### config.mk
export PLATFORM = sky130hd
export DESIGN_NAME = lcd_ctrl
export DESIGN_NICKNAME = d
export VERILOG_FILES = /design/src/rtl/lcd_pkg.sv /design/src/rtl/lcd_timer.sv /design/src/rtl/lcd_ctrl.sv
export SDC_FILE = /design/constraint.sdc
export NUM_CORES = 1
export LEC_CHECK = 0
export CAP_MARGIN = 10
export CORE_MARGIN = 5
export CORE_UTILIZATION = 30
export CTS_CLUSTER_DIAMETER = 120
export DETAILED_ROUTE_END_ITERATION = 12
export PLACE_DENSITY = 0.49
export SYNTH_ARGS = -nofsm -noshare
export SYNTH_HDL_FRONTEND = slang
export SYNTH_SLANG_ARGS = --single-unit
### constraint.sdc
create_clock -name i_clk -period 2.65 [get_ports i_clk]
set_clock_uncertainty 0.15 [all_clocks]
set_input_delay 0.6625 -clock i_clk [delete_from_list [all_inputs] [get_ports i_clk]]
set_output_delay 0.6625 -clock i_clk [all_outputs]
set_load 0.02 [all_outputs]
### src/rtl/lcd_pkg.sv
// lcd_ctrl shared types and constants.
// Build option: LCD_INIT_EN adds the power-on init sequence.
package lcd_pkg;

`ifdef LCD_INIT_EN
  typedef enum logic [2:0] {
    S_IDLE, S_SETUP, S_PULSE, S_HOLD, S_WAIT, S_INIT
  } lcd_state_e;
  // 750000-cycle power-on wait needs 20 bits
  localparam int LCD_TMR_W = 20;
`else
  typedef enum logic [2:0] {
    S_IDLE, S_SETUP, S_PULSE, S_HOLD, S_WAIT
  } lcd_state_e;
  localparam int LCD_TMR_W = 18;
`endif

  localparam int LCD_ON_BIT = 31;
  localparam int LCD_EN_BIT = 10;
  localparam int LCD_RS_BIT = 9;

  localparam logic [7:0] LCD_CMD_CLEAR = 8'h01;
  localparam logic [7:0] LCD_CMD_HOME  = 8'h02;
  localparam logic [7:0] LCD_CMD_FUNC  = 8'h38;
  localparam logic [7:0] LCD_CMD_DISP  = 8'h0C;
  localparam logic [7:0] LCD_CMD_ENTRY = 8'h06;

  // clear/home (and 0x03) need the long execution wait
  function automatic logic is_slow(
    input logic       rs,
    input logic [7:0] data
  );
    return !rs && (data == LCD_CMD_CLEAR ||
                   data == LCD_CMD_HOME  ||
                   data == 8'h03);
  endfunction

  function automatic logic [7:0] init_cmd(
    input logic [1:0] idx
  );
    logic [7:0] c;
    c = LCD_CMD_FUNC;
    unique case (idx)
      2'd0: c = LCD_CMD_FUNC;
      2'd1: c = LCD_CMD_DISP;
      2'd2: c = LCD_CMD_CLEAR;
      2'd3: c = LCD_CMD_ENTRY;
    endcase
    return c;
  endfunction

endpackage

### src/rtl/lcd_timer.sv
// lcd_ctrl phase timer: loadable down-counter.
// Holds at zero; done while the count is zero.
module lcd_timer
  import lcd_pkg::*;
#(
  parameter int                W       = LCD_TMR_W,
  parameter logic [W-1:0]      RST_VAL = '0
) (
  input  logic         i_clk,
  input  logic         i_rst,
  input  logic         i_load,
  input  logic [W-1:0] i_value,
  output logic         o_done
);

  logic [W-1:0] cnt_q;
  logic [W-1:0] cnt_d;

  // load wins, otherwise count down to zero
  always_comb begin
    cnt_d = cnt_q;
    if (i_load)
      cnt_d = i_value;
    else if (cnt_q != '0)
      cnt_d = cnt_q - 1'b1;
  end

  // counter register
  always_ff @(posedge i_clk or posedge i_rst) begin
    if (i_rst) cnt_q <= RST_VAL;
    else       cnt_q <= cnt_d;
  end

  assign o_done = (cnt_q == '0);

endmodule

### src/rtl/lcd_ctrl.sv
// HD44780 bus sequencer behind the LSU LCD register.
// Build option: LCD_INIT_EN runs the power-on init sequence.
module lcd_ctrl
  import lcd_pkg::*;
#(
  parameter int SETUP_CYC     = 4,
  parameter int EN_HIGH_CYC   = 12,
  parameter int HOLD_CYC      = 2,
  parameter int CMD_WAIT_CYC  = 2000,
  parameter int CLR_WAIT_CYC  = 82000,
  parameter int INIT_WAIT_CYC = 750000
) (
  input  logic        i_clk,
  input  logic        i_rst,
  input  logic [31:0] i_lcd_reg,
  output logic        o_lcd_on,
  output logic        o_lcd_en,
  output logic        o_lcd_rs,
  output logic        o_lcd_rw,
  output logic [7:0]  o_lcd_data,
  output logic        o_lcd_busy,
  output logic        o_lcd_ovf
);

  localparam int TW = LCD_TMR_W;
  localparam logic [TW-1:0] T_SETUP = TW'(SETUP_CYC - 1);
  localparam logic [TW-1:0] T_PULSE = TW'(EN_HIGH_CYC - 1);
  localparam logic [TW-1:0] T_HOLD  = TW'(HOLD_CYC - 1);
  localparam logic [TW-1:0] T_CMD   = TW'(CMD_WAIT_CYC - 1);
  localparam logic [TW-1:0] T_CLR   = TW'(CLR_WAIT_CYC - 1);
`ifdef LCD_INIT_EN
  localparam logic [TW-1:0] T_RST   = TW'(INIT_WAIT_CYC - 1);
  localparam lcd_state_e    S_RST   = S_INIT;
  localparam logic          B_RST   = 1'b1;
`else
  localparam logic [TW-1:0] T_RST   = '0;
  localparam lcd_state_e    S_RST   = S_IDLE;
  localparam logic          B_RST   = 1'b0;
`endif

  logic [31:0] reg_q;
  logic        en_d_q;
  lcd_state_e  state_q, state_d;
  logic        rs_q, rs_d;
  logic [7:0]  data_q, data_d;
  logic        pend_q, pend_d;
  logic        prs_q, prs_d;
  logic [7:0]  pdata_q, pdata_d;
  logic        ovf_q, ovf_d;
  logic        en_q, en_d;
  logic        busy_q, busy_d;
  logic [2:0]  init_q, init_d;
  logic        init_left;
  logic        req, accept;
  logic        ld, done;
  logic [TW-1:0] ld_val;
  logic        unused_bits;

  assign unused_bits = ^{reg_q[30:11], reg_q[8]};

  assign req = reg_q[LCD_EN_BIT] & ~en_d_q;

`ifdef LCD_INIT_EN
  assign init_left = (init_q != 3'd4);
`else
  assign init_left = 1'b0;
`endif

  lcd_timer #(.W(TW), .RST_VAL(T_RST)) u_timer (
    .i_clk   (i_clk),
    .i_rst   (i_rst),
    .i_load  (ld),
    .i_value (ld_val),
    .o_done  (done)
  );

  // sequencer, pending slot and overflow tracking
  always_comb begin
    state_d = state_q;
    rs_d    = rs_q;
    data_d  = data_q;
    pend_d  = pend_q;
    prs_d   = prs_q;
    pdata_d = pdata_q;
    ovf_d   = ovf_q;
    init_d  = init_q;
    accept  = 1'b0;
    ld      = 1'b0;
    ld_val  = '0;
    unique case (state_q)
      S_IDLE: begin
        if (init_left) begin
          rs_d    = 1'b0;
          data_d  = init_cmd(init_q[1:0]);
          init_d  = init_q + 3'd1;
          state_d = S_SETUP;
        end else if (pend_q) begin
          rs_d    = prs_q;
          data_d  = pdata_q;
          pend_d  = 1'b0;
          state_d = S_SETUP;
        end else if (req) begin
          rs_d    = reg_q[LCD_RS_BIT];
          data_d  = reg_q[7:0];
          accept  = 1'b1;
          state_d = S_SETUP;
        end
        if (state_d == S_SETUP) begin
          ld     = 1'b1;
          ld_val = T_SETUP;
        end
      end
      S_SETUP: if (done) begin
        state_d = S_PULSE;
        ld      = 1'b1;
        ld_val  = T_PULSE;
      end
      S_PULSE: if (done) begin
        state_d = S_HOLD;
        ld      = 1'b1;
        ld_val  = T_HOLD;
      end
      S_HOLD: if (done) begin
        state_d = S_WAIT;
        ld      = 1'b1;
        ld_val  = is_slow(rs_q, data_q) ? T_CLR : T_CMD;
      end
      S_WAIT: if (done) state_d = S_IDLE;
`ifdef LCD_INIT_EN
      S_INIT: if (done) state_d = S_IDLE;
`endif
      default: state_d = S_IDLE;
    endcase
    if (req && !accept) begin
      if (!pend_q) begin
        pend_d  = 1'b1;
        prs_d   = reg_q[LCD_RS_BIT];
        pdata_d = reg_q[7:0];
      end else begin
        ovf_d = 1'b1;
      end
    end
    en_d   = (state_d == S_PULSE);
    busy_d = (state_d != S_IDLE) | pend_d |
             (init_d != init_q) | init_left;
  end

  // input pipeline and controller state
  always_ff @(posedge i_clk or posedge i_rst) begin
    if (i_rst) begin
      reg_q   <= '0;
      en_d_q  <= 1'b0;
      state_q <= S_RST;
      rs_q    <= 1'b0;
      data_q  <= '0;
      pend_q  <= 1'b0;
      prs_q   <= 1'b0;
      pdata_q <= '0;
      ovf_q   <= 1'b0;
      en_q    <= 1'b0;
      busy_q  <= B_RST;
      init_q  <= 3'd0;
    end else begin
      reg_q   <= i_lcd_reg;
      en_d_q  <= reg_q[LCD_EN_BIT];
      state_q <= state_d;
      rs_q    <= rs_d;
      data_q  <= data_d;
      pend_q  <= pend_d;
      prs_q   <= prs_d;
      pdata_q <= pdata_d;
      ovf_q   <= ovf_d;
      en_q    <= en_d;
      busy_q  <= busy_d;
      init_q  <= init_d;
    end
  end

`ifndef LCD_INIT_EN
  logic unused_init;
  assign unused_init = ^init_q;
`endif

  assign o_lcd_on   = reg_q[LCD_ON_BIT];
  assign o_lcd_en   = en_q;
  assign o_lcd_rs   = rs_q;
  assign o_lcd_rw   = 1'b0;
  assign o_lcd_data = data_q;
  assign o_lcd_busy = busy_q;
  assign o_lcd_ovf  = ovf_q;

endmodule

==> impl_metrics.ini, run 1 <==
[outcome]
status = completed

[pwr]
pwr-share-seq_pct = 48.6
irDropWorstVdd_mv = 0.4596
p_clk_share_pct = 21.6
powerDensity_nw_per_um2 = 964.5
power_switching_w = 0.0009534
intPower_w = 0.001831
leakage_nw = 1.227
sw_frac_of_total_pct = 34.25
p_comb_share_pct = 29.8

[sta]
final-setup-viol-count = 0
fin_crit_sh_pct = 90.95
drv_slew = 0
rsz0062_at_grt = false
post-route-min-period_ns = 2.410
final_hold_viol_count = 0
tightestPinTransition_ns = 0.6403
final.setup.tns_ns = 0
fin_ws_ns = 0.2398
maxSlewHeadroom_pct = 57.31
max_freq_mhz = 414.9
hold_ws_ns = 0.2325

[drt]
viasPerCell = 4.848
vias = 1653
firstDrtPassIters = 4
wirelength_mm = 4.734
drc = 0
routedWlPerCell_um = 13.88
first_iter_violations = 41
antenna_left = 0

[cells_and_area]
antenna_cells = 0
syn_to_final_growth_pct = 21.55
stdcell_count = 341
mostFrequentLayoutCells = 55 x dfrtp_1, 25 x clkdlybuf4s50_1, 21 x nand2_1, 14 x o21ai_0, 11 x mux2i_1
drive_gt1_share_pct = 14.64
finalNetCount = 273
final_common_cell = dfrtp_1

[synthesis]
synth_flop_cell = dfrtp_1
yosys.cell_types.count = 46
synth-seq-area-share_pct = 57.96
synth_mux_area_share_pct = 8.904
synth_compound_area_share_pct = 9.747
synth_nets = 241
synth_area_per_cell_um2 = 11.53
syn_inst = 206
synth_simple_gate_area_share_pct = 17.33
yosys_warnings = 0
synth-adder-area-share_pct = 0.5269
synth-edff-count = 0
ys_seq_elements = 55
synth_top_family_by_area = simple AND/OR/NAND/NOR gates
synth_area_um2 = 2375
synthArstFlopShare_pct = 100.0
synth-xor-area-share_pct = 3.319

[clock_tree]
cts_hold_buf = 0
clk_pin_slew_ns = 0.11
clockBufferDepth = 2
cts.htree.levels = 2
post-cts-setup-buffers = 0
cts_made_buffers = 5
root_buffer = clkbuf_8
clock_sinks = 55
clk_latency_ns = 0.32
cts_tree = done
postCtsResizedCells = 0

[global_routing]
grt_max_degree = 30
grt_overflow_total = 0
antenna_found_initial = 0
grt_usage_pct = 10.50
grt_pass1_vias = 1602
grt_pass1_wl_mm = 8.059

[floorplan]
dieHeight_um = 98.97
num_rows = 32
fp.dieW_um = 98.97
core-area_um2 = 7727
ios = 48
initial_core_util_pct = 30.73
die-area_um2 = 9795

[placement]
place_congestion = 0.7301
hpwl_mm = 3.281
port_buffers = 25
dp_slack_ns = 0.2929
place_inst = 333

[setup_path]
endpoint_kind = register
worstSetupStartpointType = register
crit_required_ns = 2.75
cp.arrival_ns = 2.51
path_max_fanout = 6
crit_type = reg2reg

[min_path]
hold_path_class = reg2reg

[run]
maxCapViolCount = 0
==> worst paths after layout <==
| check | startpoint | depth (start not counted) | slack [ns] | endpoint |
|---|---|---|---|---|
| setup reg to reg | u_timer.cnt_q[0]$_DFFE_PP0P_ | 7 | 0.24 | u_timer.cnt_q[10]$_DFFE_PP0P_ |
| hold / removal | reg_q[10]$_DFF_PP0_ | 0 | 0.23 | en_d_q$_DFF_PP0_ |
| max in group asynchronous | i_rst | 3 | 1.49 | o_lcd_rs$_DFFE_PP0P_ |
| setup / recovery | u_timer.cnt_q[0]$_DFFE_PP0P_ | 7 | 0.24 | u_timer.cnt_q[10]$_DFFE_PP0P_ |
| min in group asynchronous | i_rst | 2 | 0.34 | reg_q[10]$_DFF_PP0_ |
| hold reg to reg | reg_q[10]$_DFF_PP0_ | 0 | 0.23 | en_d_q$_DFF_PP0_ |
==> layout make-up <==
class / count / area, um^2
fill: 777 / 4841
sequential: 55 / 1376
multi-input combinational: 141 / 949.7
timing repair buffer: 32 / 302.8
tap: 102 / 127.6
clock buffer: 5 / 68.82
clock inverter: 3 / 50.05
inverter: 3 / 11.26
==> critical path, cell delays in order (launching register included) <==
cell	delay, ns
dfrtp_1	0.41
inv_1	0.10
ha_1	0.21
nor3b_2	0.41
nand2_1	0.31
or3_2	0.50
xor2_1	0.15
o21ai_1	0.11
==> cell usage after synthesis (2+ instances only) <==
library cell | n | share of area [%]
mux2_2 | 9 | 4.3
a31oi_1 | 2 | 0.53
nor4_1 | 5 | 1.3
nor3_1 | 3 | 0.63
nor3b_2 | 2 | 1.1
dfrtp_1 | 55 | 58
buf_4 | 3 | 0.95
nand2b_1 | 3 | 0.79
and3_1 | 2 | 0.53
and2b_1 | 2 | 0.63
or3_1 | 4 | 1.1
a211oi_1 | 3 | 0.95
inv_1 | 3 | 0.47
o31ai_1 | 2 | 0.63
mux2i_1 | 11 | 4.6
a21oi_1 | 6 | 1.3
nor2_1 | 10 | 1.6
nand3_2 | 2 | 0.84
xor2_1 | 3 | 1.1
o21ai_1 | 8 | 1.7
nand2_1 | 21 | 3.3
nor2b_1 | 2 | 0.53
or4_1 | 2 | 0.63
o21ai_0 | 14 | 3.0
xnor2_1 | 6 | 2.2
clkbuf_1 | 3 | 0.47
==> power by group through the flow <==
stage	sequential (W)	clock, W	combinational (W)
floorplan	0.00138	0	0.000533
global placement	0.00137	0	0.000826
detailed placement	0.00137	0	0.000842
CTS	0.00136	0.000618	0.000846
global route	0.00141	0.000668	0.000931
finish	0.00135	0.000600	0.000831
==> kinds of logic after synthesis <==
| logic type | count (synthesis) |
|---|---|
| AOI/OAI and AO/OA | 40 |
| xor gates and xnor gates | 9 |
| adders and majority gates | 1 |
| buffers and inverters | 10 |
| DFF | 55 |
| muxes | 20 |
| other | 1 |
| and+or+nand+nor | 70 |
==> metrics by stage <==
| step | cell area [um^2] | util (%) | total power, W |
|---|---|---|---|
| 2_1_floorplan | 2375 | - | 0.001909 |
| 3_3_place_gp | 2768 | 35.82 | 0.002197 |
| 3_5_place_dp | 2768 | 35.82 | 0.002212 |
| 4_1_cts | 2887 | 37.35 | 0.002820 |
| 5_1_grt | 2887 | 37.35 | 0.003005 |
| 6_report | 2887 | 37.35 | 0.002784 |
==> flip-flops by register name (all words and copies together), names as in the netlist <==
| signal | cells |
|---|---|
| pend_q | 1 |
| o_lcd_ovf | 1 |
| o_lcd_data | 8 |
| o_lcd_busy | 1 |
| pdata_q | 8 |
| reg_q | 11 |
| u_timer.cnt_q | 18 |
| state_q | 3 |
| prs_q | 1 |
| o_lcd_rs | 1 |
| o_lcd_en | 1 |
| en_d_q | 1 |
==> routing by layer <==
metal | GRT usage [%] | share of wire, % | vias to the layer above
met2 | 15.91 | 46 | 37
met1 | 13.82 | 47 | 820
met5 | 0 | 0 | -
met4 | 3.151 | 0.72 | 0
li1 | - | - | 793
met3 | 4.176 | 5.4 | 3
Power figures use the tool's default switching activity.
==> inputs of run 2 (changes only) <==
--- a/config.mk
+++ b/config.mk
@@ -6,6 +6,7 @@
 export NUM_CORES = 1
 export LEC_CHECK = 0
 export CAP_MARGIN = 10
+export CORE_ASPECT_RATIO = 0.75
 export CORE_MARGIN = 5
 export CORE_UTILIZATION = 30
 export CTS_CLUSTER_DIAMETER = 120
==> run 2 against run 1 <==
Fmax grew 2.8%. Register-to-register slack gained 0.07 ns. Critical endpoint is now u_timer.cnt_q[0]$_DFFE_PP0P_. Clock power shrank 4.7%. Largest cell class unchanged. Highest routed layer unchanged. Sequential share of layout area shrank 0.082 points. Cell area grew 0.17%.
==> impl_metrics.ini, run 2 (synthesized netlist as in run 1, its figures left out) <==
[clock_tree]
cts_tree = done
clk_latency_ns = 0.31
postCtsResizedCells = 0
clockBufferDepth = 2
root_buffer = clkbuf_8
cts.htree.levels = 2
post-cts-setup-buffers = 0
cts_hold_buf = 0
cts_made_buffers = 5
clk_pin_slew_ns = 0.11
clock_sinks = 55

[cells_and_area]
final_area_um2 = 2892
final_common_cell = dfrtp_1
fillers = 790
top_register = u_timer.cnt_q
drive_gt1_share_pct = 14.29
reg.largest.list = u_timer.cnt_q x18, reg_q x11
syn_to_final_growth_pct = 21.76
finalNetCount = 272
largest_reg_flops = 18
antenna_cells = 0
mostFrequentLayoutCells = 55 x dfrtp_1, 25 x clkdlybuf4s50_1, 21 x nand2_1, 14 x o21ai_0, 11 x mux2i_1

[placement]
port_buffers = 25
hpwl_mm = 3.341
place_congestion = 0.7394
postPlaceCellArea_um2 = 2776

[setup_path]
r2r_cells = 6
ff2ff_setup_slack_ns = 0.30
regToRegStartpoint = u_timer.cnt_q[8]$_DFFE_PP0P_
r2r-end = u_timer.cnt_q[0]$_DFFE_PP0P_
crit_path_top_delay_cell = or4_4
worstSetupStartpointType = register
endpoint_kind = register
crit_type = reg2reg
cp.arrival_ns = 2.38
critPathMaxStageDelay_ns = 0.60
crit_required_ns = 2.68
crit_chain = or4_4 > nor4_4 > buf_4 > and3_1 > mux2i_1 > nand2_1
path_max_fanout = 7

[pwr]
irDropWorstVdd_mv = 0.2779
leakage_nw = 1.222
powerDensity_nw_per_um2 = 959.8

[floorplan]
ios = 48
core-area_um2 = 7812
num_rows = 28
fp.dieW_um = 112.7
initial_core_util_pct = 30.40
dieHeight_um = 87.05
die-area_um2 = 9814

[min_path]
hold_end = en_d_q$_DFF_PP0_
hold_path_class = reg2reg
hold_depth = 0
hold_path.startpoint = reg_q[10]$_DFF_PP0_

[sta]
max_freq_mhz = 426.4
rsz0062_at_grt = false
final.setup.tns_ns = 0
post-route-min-period_ns = 2.345
tightestPinTransition_ns = 0.6066
maxSlewHeadroom_pct = 59.56
drv_slew = 0
final-setup-viol-count = 0
final_hold_viol_count = 0
fin_crit_sh_pct = 88.50
hold_ws_ns = 0.2256

[global_routing]
grt_max_degree = 56
grt_pass1_wl_mm = 8.452
grt_usage_pct = 10.73
antenna_found_initial = 0
grt_overflow_total = 0
grt_pass1_vias = 1633

[run]
maxCapViolCount = 0

[drt]
firstDrtPassIters = 4
first_iter_violations = 54
antenna_left = 0
wirelength_mm = 4.754
viasPerCell = 4.633
vias = 1589
routedWlPerCell_um = 13.86
drc = 0

[outcome]
status = completed
## run 2: worst max-delay path by stage
| stage | from | end | cells past startpoint |
|---|---|---|---|
| 3_3_place_gp | u_timer.cnt_q[8]$_DFFE_PP0P_ | u_timer.cnt_q[0]$_DFFE_PP0P_ | 6 |
| 5_1_grt | u_timer.cnt_q[8]$_DFFE_PP0P_ | u_timer.cnt_q[0]$_DFFE_PP0P_ | 6 |
| 3_5_place_dp | u_timer.cnt_q[8]$_DFFE_PP0P_ | u_timer.cnt_q[0]$_DFFE_PP0P_ | 6 |
| 2_1_floorplan | u_timer.cnt_q[8]$_DFFE_PP0P_ | u_timer.cnt_q[0]$_DFFE_PP0P_ | 6 |
| 4_1_cts | u_timer.cnt_q[8]$_DFFE_PP0P_ | u_timer.cnt_q[0]$_DFFE_PP0P_ | 6 |
| 6_report | u_timer.cnt_q[8]$_DFFE_PP0P_ | u_timer.cnt_q[0]$_DFFE_PP0P_ | 6 |
## run 2: where the power goes
part / switching [W] / internal (W)
clock network: 0.000287 / 0.000285
logic: 0.000402 / 0.000444
registers: 0.000248 / 0.00111
## run 2: final cells by class
type                       count  area, um^2  share of cell area, %
multi-input combinational    141       949.7                  32.84
clock inverter                 3       46.29                  1.601
tap                          105       131.4                  4.543
clock buffer                   5       68.82                  2.380
timing repair buffer          31       307.8                  10.64
inverter                       3       11.26                 0.3894
sequential                    55        1376                  47.60
## run 2: stage by stage
stage / setup WS (ns) / instances / util, % / total power, W
floorplan: 0.4717 / 206 / - / 0.001909
global placement: 0.2925 / 335 / 35.54 / 0.002214
detailed placement: 0.3090 / 335 / 35.54 / 0.002235
CTS: 0.3004 / 343 / 37.01 / 0.002816
global route: 0.1746 / 343 / 37.01 / 0.002992
finish: 0.3048 / 343 / 37.01 / 0.002775
## run 2: critical path, delay by kind of cell (launching register included)
family | cells | cell delay (ns)
AND/OR/NAND/NOR | 4 | 1.22
flip-flops | 1 | 0.43
multiplexers | 1 | 0.22
buffers and inverters | 1 | 0.19
## run 2: metal layers
metal / GRT usage (%) / up-vias / part of all wire [%]
li1: - / 789 / -
met1: 16.06 / 770 / 53
met2: 15.75 / 26 / 42
met3: 2.153 / 4 / 3.2
met4: 2.948 / 0 / 1.1
met5: 0 / - / 0
